===== config.mk =====
export PLATFORM = sky130hd
export DESIGN_NAME = ysyx_22040750_axi_arbiter
export DESIGN_NICKNAME = d
export VERILOG_FILES = /design/src/rtl/ysyx_22040750_axi_arbiter.sv
export SDC_FILE = /design/constraint.sdc
export NUM_CORES = 1
export LEC_CHECK = 0
export CAP_MARGIN = 20
export CORE_AREA = 2 2 224 226
export CTS_CLUSTER_SIZE = 8
export DETAILED_ROUTE_END_ITERATION = 6
export DIE_AREA = 0 0 226 228
export MAX_ROUTING_LAYER = met4
export PLACE_DENSITY = 0.45
export RECOVER_POWER = 100
export SYNTH_ARGS = -nofsm -noshare
export SYNTH_HDL_FRONTEND = slang
export SYNTH_SLANG_ARGS = --single-unit

===== constraint.sdc =====
create_clock -name I_clk -period 3.1 [get_ports I_clk]
set_clock_uncertainty 0.15 [all_clocks]
set_input_delay 0.93 -clock I_clk [delete_from_list [all_inputs] [get_ports I_clk]]
set_output_delay 0.93 -clock I_clk [all_outputs]
set_load 0.05 [all_outputs]

===== src/rtl/ysyx_22040750_axi_arbiter.sv =====
// Shares one AXI4 master between the icache (read-only) and dcache (read + write) controllers.
// Reads are arbitrated one burst at a time; dcache writes run on an independent AW->W->B sequencer.
module ysyx_22040750_axi_arbiter #(
    parameter int unsigned ADDR_W = 32,
    parameter int unsigned DATA_W = 64
) (
    input  logic                I_clk,
    input  logic                I_rst,
    // icache read
    input  logic                I_i_arvalid,
    output logic                O_i_arready,
    input  logic [ADDR_W-1:0]   I_i_araddr,
    input  logic [7:0]          I_i_arlen,
    input  logic [2:0]          I_i_arsize,
    output logic [DATA_W-1:0]   O_i_rdata,
    output logic                O_i_rvalid,
    output logic                O_i_rlast,
    input  logic                I_i_rready,
    // dcache read
    input  logic                I_d_arvalid,
    output logic                O_d_arready,
    input  logic [ADDR_W-1:0]   I_d_araddr,
    input  logic [7:0]          I_d_arlen,
    input  logic [2:0]          I_d_arsize,
    output logic [DATA_W-1:0]   O_d_rdata,
    output logic                O_d_rvalid,
    output logic                O_d_rlast,
    input  logic                I_d_rready,
    // dcache write
    input  logic                I_d_awvalid,
    output logic                O_d_awready,
    input  logic [ADDR_W-1:0]   I_d_awaddr,
    input  logic [7:0]          I_d_awlen,
    input  logic [2:0]          I_d_awsize,
    input  logic                I_d_wvalid,
    output logic                O_d_wready,
    input  logic [DATA_W-1:0]   I_d_wdata,
    input  logic [DATA_W/8-1:0] I_d_wstrb,
    input  logic                I_d_wlast,
    output logic                O_d_bvalid,
    input  logic                I_d_bready,
    // AXI master
    output logic                O_axi_arvalid,
    output logic [ADDR_W-1:0]   O_axi_araddr,
    output logic [7:0]          O_axi_arlen,
    output logic [2:0]          O_axi_arsize,
    input  logic                I_axi_arready,
    input  logic [DATA_W-1:0]   I_axi_rdata,
    input  logic                I_axi_rvalid,
    input  logic                I_axi_rlast,
    output logic                O_axi_rready,
    output logic                O_axi_awvalid,
    output logic [ADDR_W-1:0]   O_axi_awaddr,
    output logic [7:0]          O_axi_awlen,
    output logic [2:0]          O_axi_awsize,
    input  logic                I_axi_awready,
    output logic                O_axi_wvalid,
    output logic [DATA_W-1:0]   O_axi_wdata,
    output logic [DATA_W/8-1:0] O_axi_wstrb,
    output logic                O_axi_wlast,
    input  logic                I_axi_wready,
    input  logic                I_axi_bvalid,
    output logic                O_axi_bready
);

    typedef enum logic [4:0] {
        RIdle  = 5'b00001,
        RArI   = 5'b00010,
        RArD   = 5'b00100,
        RDataI = 5'b01000,
        RDataD = 5'b10000
    } rd_state_e;

    typedef enum logic [1:0] {
        WIdle = 2'd0,
        WData = 2'd1,
        WResp = 2'd2
    } wr_state_e;

    localparam logic GrantI = 1'b0;
    localparam logic GrantD = 1'b1;

    rd_state_e         rd_state_q, rd_state_d;
    wr_state_e         wr_state_q, wr_state_d;
    logic              last_grant_q, last_grant_d;
    logic [ADDR_W-1:0] ar_addr_q, ar_addr_d;
    logic [7:0]        ar_len_q, ar_len_d;
    logic [2:0]        ar_size_q, ar_size_d;
    logic [7:0]        wr_beat_q, wr_beat_d;

    always_ff @(posedge I_clk) begin
        if (I_rst) begin
            rd_state_q   <= RIdle;
            wr_state_q   <= WIdle;
            last_grant_q <= GrantI;
            ar_addr_q    <= '0;
            ar_len_q     <= '0;
            ar_size_q    <= '0;
            wr_beat_q    <= '0;
        end else begin
            rd_state_q   <= rd_state_d;
            wr_state_q   <= wr_state_d;
            last_grant_q <= last_grant_d;
            ar_addr_q    <= ar_addr_d;
            ar_len_q     <= ar_len_d;
            ar_size_q    <= ar_size_d;
            wr_beat_q    <= wr_beat_d;
        end
    end

    // Read arbiter: the AR payload is captured on the grant so the requester side stays untouched.
    always_comb begin
        rd_state_d    = rd_state_q;
        last_grant_d  = last_grant_q;
        ar_addr_d     = ar_addr_q;
        ar_len_d      = ar_len_q;
        ar_size_d     = ar_size_q;
        O_i_arready   = 1'b0;
        O_d_arready   = 1'b0;
        O_i_rdata     = '0;
        O_i_rvalid    = 1'b0;
        O_i_rlast     = 1'b0;
        O_d_rdata     = '0;
        O_d_rvalid    = 1'b0;
        O_d_rlast     = 1'b0;
        O_axi_arvalid = 1'b0;
        O_axi_araddr  = '0;
        O_axi_arlen   = '0;
        O_axi_arsize  = '0;
        O_axi_rready  = 1'b0;
        if (!I_rst) begin
            unique case (rd_state_q)
                RIdle: begin
                    // On a tie the side that did not own the previous burst wins.
                    if (I_d_arvalid && (!I_i_arvalid || last_grant_q == GrantI)) begin
                        rd_state_d = RArD;
                        ar_addr_d  = I_d_araddr;
                        ar_len_d   = I_d_arlen;
                        ar_size_d  = I_d_arsize;
                    end else if (I_i_arvalid) begin
                        rd_state_d = RArI;
                        ar_addr_d  = I_i_araddr;
                        ar_len_d   = I_i_arlen;
                        ar_size_d  = I_i_arsize;
                    end
                end
                RArI, RArD: begin
                    O_axi_arvalid = 1'b1;
                    O_axi_araddr  = ar_addr_q;
                    O_axi_arlen   = ar_len_q;
                    O_axi_arsize  = ar_size_q;
                    if (rd_state_q == RArI) O_i_arready = I_axi_arready;
                    else                    O_d_arready = I_axi_arready;
                    if (I_axi_arready) begin
                        rd_state_d = (rd_state_q == RArI) ? RDataI : RDataD;
                    end
                end
                RDataI: begin
                    O_i_rdata    = I_axi_rdata;
                    O_i_rvalid   = I_axi_rvalid;
                    O_i_rlast    = I_axi_rlast;
                    O_axi_rready = I_i_rready;
                    if (I_axi_rvalid && I_i_rready && I_axi_rlast) begin
                        rd_state_d   = RIdle;
                        last_grant_d = GrantI;
                    end
                end
                RDataD: begin
                    O_d_rdata    = I_axi_rdata;
                    O_d_rvalid   = I_axi_rvalid;
                    O_d_rlast    = I_axi_rlast;
                    O_axi_rready = I_d_rready;
                    if (I_axi_rvalid && I_d_rready && I_axi_rlast) begin
                        rd_state_d   = RIdle;
                        last_grant_d = GrantD;
                    end
                end
                default: rd_state_d = RIdle;
            endcase
        end
    end

    // Write sequencer: only one of AW, W, B is open at a time.
    always_comb begin
        wr_state_d    = wr_state_q;
        wr_beat_d     = wr_beat_q;
        O_d_awready   = 1'b0;
        O_d_wready    = 1'b0;
        O_d_bvalid    = 1'b0;
        O_axi_awvalid = 1'b0;
        O_axi_awaddr  = '0;
        O_axi_awlen   = '0;
        O_axi_awsize  = '0;
        O_axi_wvalid  = 1'b0;
        O_axi_wdata   = '0;
        O_axi_wstrb   = '0;
        O_axi_wlast   = 1'b0;
        O_axi_bready  = 1'b0;
        if (!I_rst) begin
            unique case (wr_state_q)
                WIdle: begin
                    O_axi_awvalid = I_d_awvalid;
                    O_axi_awaddr  = I_d_awaddr;
                    O_axi_awlen   = I_d_awlen;
                    O_axi_awsize  = I_d_awsize;
                    O_d_awready   = I_axi_awready;
                    if (I_d_awvalid && I_axi_awready) wr_state_d = WData;
                end
                WData: begin
                    O_axi_wvalid = I_d_wvalid;
                    O_axi_wdata  = I_d_wdata;
                    O_axi_wstrb  = I_d_wstrb;
                    O_axi_wlast  = I_d_wlast;
                    O_d_wready   = I_axi_wready;
                    if (I_d_wvalid && I_axi_wready) begin
                        wr_beat_d = wr_beat_q + 8'd1;
                        if (I_d_wlast) wr_state_d = WResp;
                    end
                end
                WResp: begin
                    O_d_bvalid   = I_axi_bvalid;
                    O_axi_bready = I_d_bready;
                    if (I_axi_bvalid && I_d_bready) begin
                        wr_state_d = WIdle;
                        wr_beat_d  = '0;
                    end
                end
                default: wr_state_d = WIdle;
            endcase
        end
    end

endmodule


==> impl_results.md <==
* Layout cell share with drive strength beyond 1 at 42.80%
* Hold Vio Cnt, Final at 0
* Area of the multi-input gates at 3716 um^2
* Hold wc startpoint: ar_len_q[2]
* Worst Path Max Fanout at 2
* FP Rows at 82
* Top routing layer in use: met4
* Hold_ws at 343.3 ps
* Root buffer cell: clkbuf_16
* Min Clock Period, post-route at 3080 ps
* Core Box Area at 49,350 um^2
* Die W at 226 um
* Routed wire length at 34.73 mm
* DR WL/cell at 18.16 um
* Synth async-reset ratio at 0%
* Actual slew at the worst max-slew pin at 655.3 ps
* Met3 routed WL at 2.621 mm
* Share of the synthesized area in the top cell type at 21.67%
* Count of cell types in the netlist at 36
* WHS Endpoint: ar_len_q[2]
* Area Growth Syn to Fin at 195.2%
* Post-synth EDFFs at 0
* HPWL after DPL at 30.11 mm
* Number of global-route vias before repair at 6,942
* Max IR drop VDD at 0.0001937 V
* Main synth FF type: dfxtp_1
* DR pass1 iterations at 4
* Post-synthesis register bit count at 51
* Storage cell area at 1026 um^2
* CP Capture Type: primary output
* Cell Pwr Density at 228.5 nW/um^2
* WP data required at 2020 ps
* Tcrit/Tclk final at 99.35%
* Yosys warns at 0
* Routed Antenna Nets at 0
* Largest net degree at the start of global routing at 69
* Syn Nets at 937
* Commonest cells in the netlist: 177 x nor2_1, 163 x and2_1, 65 x nand2b_1
* CTS tree: built
* IO Pins at 582
* Pleak at 5.504 nW
* Max H-tree Level at 2
* Global-route wire length before repair at 48.42 mm
* CTS Buf Count at 5
* Initial antenna violation count at 13
* Reg-to-reg startpoint: last_grant_q
* Slew headroom at 55.92%
* Main area contributors after synthesis: dfxtp_1 22%, and2_1 22%, nor2_1 14%
* Reg2Reg Depth at 5
* Vias per inst at 3.437
* Longest Clk Path Bufs at 2
* Post-Layout Cell Count at 1,912
* CP Launch Type: primary input
* Placer Congestion at 0.8744
* DR WL met2 at 19.29 mm
* Total Nets Final at 1,509
* DRC Markers at 0
* Synth Area per Inst at 7.183 um^2
* Worst EP arrival at 2000 ps
* Leading area contributor after synthesis: dfxtp_1
* Setup CP Type: primary input to primary output
* Layout fillers at 5,213
* Hold path depth at 2
* Met1 wire length at 12.26 mm
* Reg2Reg Setup Slack at 1030 ps
* GRT overflow at 0
* Status: complete, no violations
* F_max at 324.7 MHz
* Reg clk slew, reported paths at 70 ps
* Max Transition Viols Final at 0
* Clock latency on the worst-skew pair at 310 ps
* Setup violators final at 0
* 1st-iter DRT viols at 181
* DR vias at 6,572
* CTS Sinks at 51
* Initial Util at 9.548%
* Post-synthesis sequential area ratio at 21.67%
* IO buf count at 581
* Hold Path Class: flop to flop
* Top-count cell post-synth: nor2_1
* Die ar. at 51,530 um^2
* Syn Inst Count at 656
* Mapped Area at 4712 um^2
* DP Cell Count at 1,889
* R2R Path End: ar_addr_q[29]
* All-layer global routing usage at 13.31%
* Max cap viols at 0
* Util after Layout at 28.18%
* Die span in y at 228 um
-- kinds of logic after synthesis --
kind of cell    Yosys count  synth area share (%)
simple gates            439                 49.68
buf+inv                  62                 6.028
compound gates           60                 13.30
flops                    51                 21.67
mux                      43                 9.134
xor+xnor                  1                0.1859
-- routing by layer --
metal | track usage, % | up-vias
li1 | - | 3265
met1 | 13.33 | 2999
met5 | - | -
met3 | 3.568 | 18
met4 | 3.932 | 0
met2 | 24.90 | 290
-- registers in the layout (all words and copies together), names as in the netlist --
register and flops:
ar_addr_q 32, ar_len_q 8, ar_size_q 3, last_grant_q 1
rd_state_q 5, wr_state_q 2
-- report_power, final --
group          switching, mW  total [mW]  internal, mW
Sequential            0.0662       0.847         0.781
Combinational          0.830        1.75         0.922
Clock                  0.279       0.580         0.301
-- critical path, stage by stage --
cell	delay (ps)
clkdlybuf4s50_1	570
nand2b_1	130
nor2_1	200
buf_12	170
-- layout make-up --
| class | count | share of cell area [%] |
|---|---|---|
| clock buffer | 7 | 0.9536 |
| tap | 672 | 6.045 |
| antenna | 11 | 0.1979 |
| sequential | 51 | 7.377 |
| multi-input combinational | 543 | 26.72 |
| inverter | 1 | 0.02699 |
| clock inverter | 1 | 0.03598 |
| timing repair buffer | 626 | 58.65 |
-- layout by cell type (no fill, tap or decap), types with 43 or more instances in the layout --
cell type / Yosys / final
and2_1: 163 / 51
nand2b_1: 65 / 65
dfxtp_1: 51 / 47
clkdlybuf4s50_1: 0 / 278
clkbuf_2: 0 / 45
buf_4: 7 / 65
and2_2: 0 / 68
nor2_1: 177 / 168
mux2i_1: 43 / 43
and2_4: 0 / 44
buf_12: 0 / 227
-- how the worst max path moves through the flow --
stage                   startpoint              end  slack, ps  cells after the start
floorplan                    I_rst    O_i_rdata[56]       -130                      5
global placement        I_d_bready     O_axi_bready       -190                      3
detailed placement      I_d_bready     O_axi_bready       -160                      3
CTS                          I_rst  O_axi_wdata[59]         -6                      7
global route                 I_rst   O_axi_wdata[1]        -30                      6
finish              I_axi_rdata[5]     O_d_rdata[5]         20                      4
-- through the flow --
stage / setup TNS, ps / total power [mW] / setup WS (ps) / cell area [um^2]
2_1_floorplan: -1723 / 1.727 / -126.1 / 4990
3_3_place_gp: -1377 / 2.604 / -192.4 / 13750
3_5_place_dp: -1595 / 2.624 / -163.0 / 13750
4_1_cts: -23.01 / 3.240 / -6.287 / 13940
5_1_grt: -481.4 / 3.372 / -26.30 / 13910
6_report: 0 / 3.179 / 20.18 / 13910
-- what timing repair did --
action                     in CTS  in global routing
resized for setup              16                 26
pin swaps                       3                  2
setup endpoints to repair      50                132
cloned                          1                  2
buffers inserted                2                  1
hold buffers                    0                  0
(Power assumes the default switching activity.)
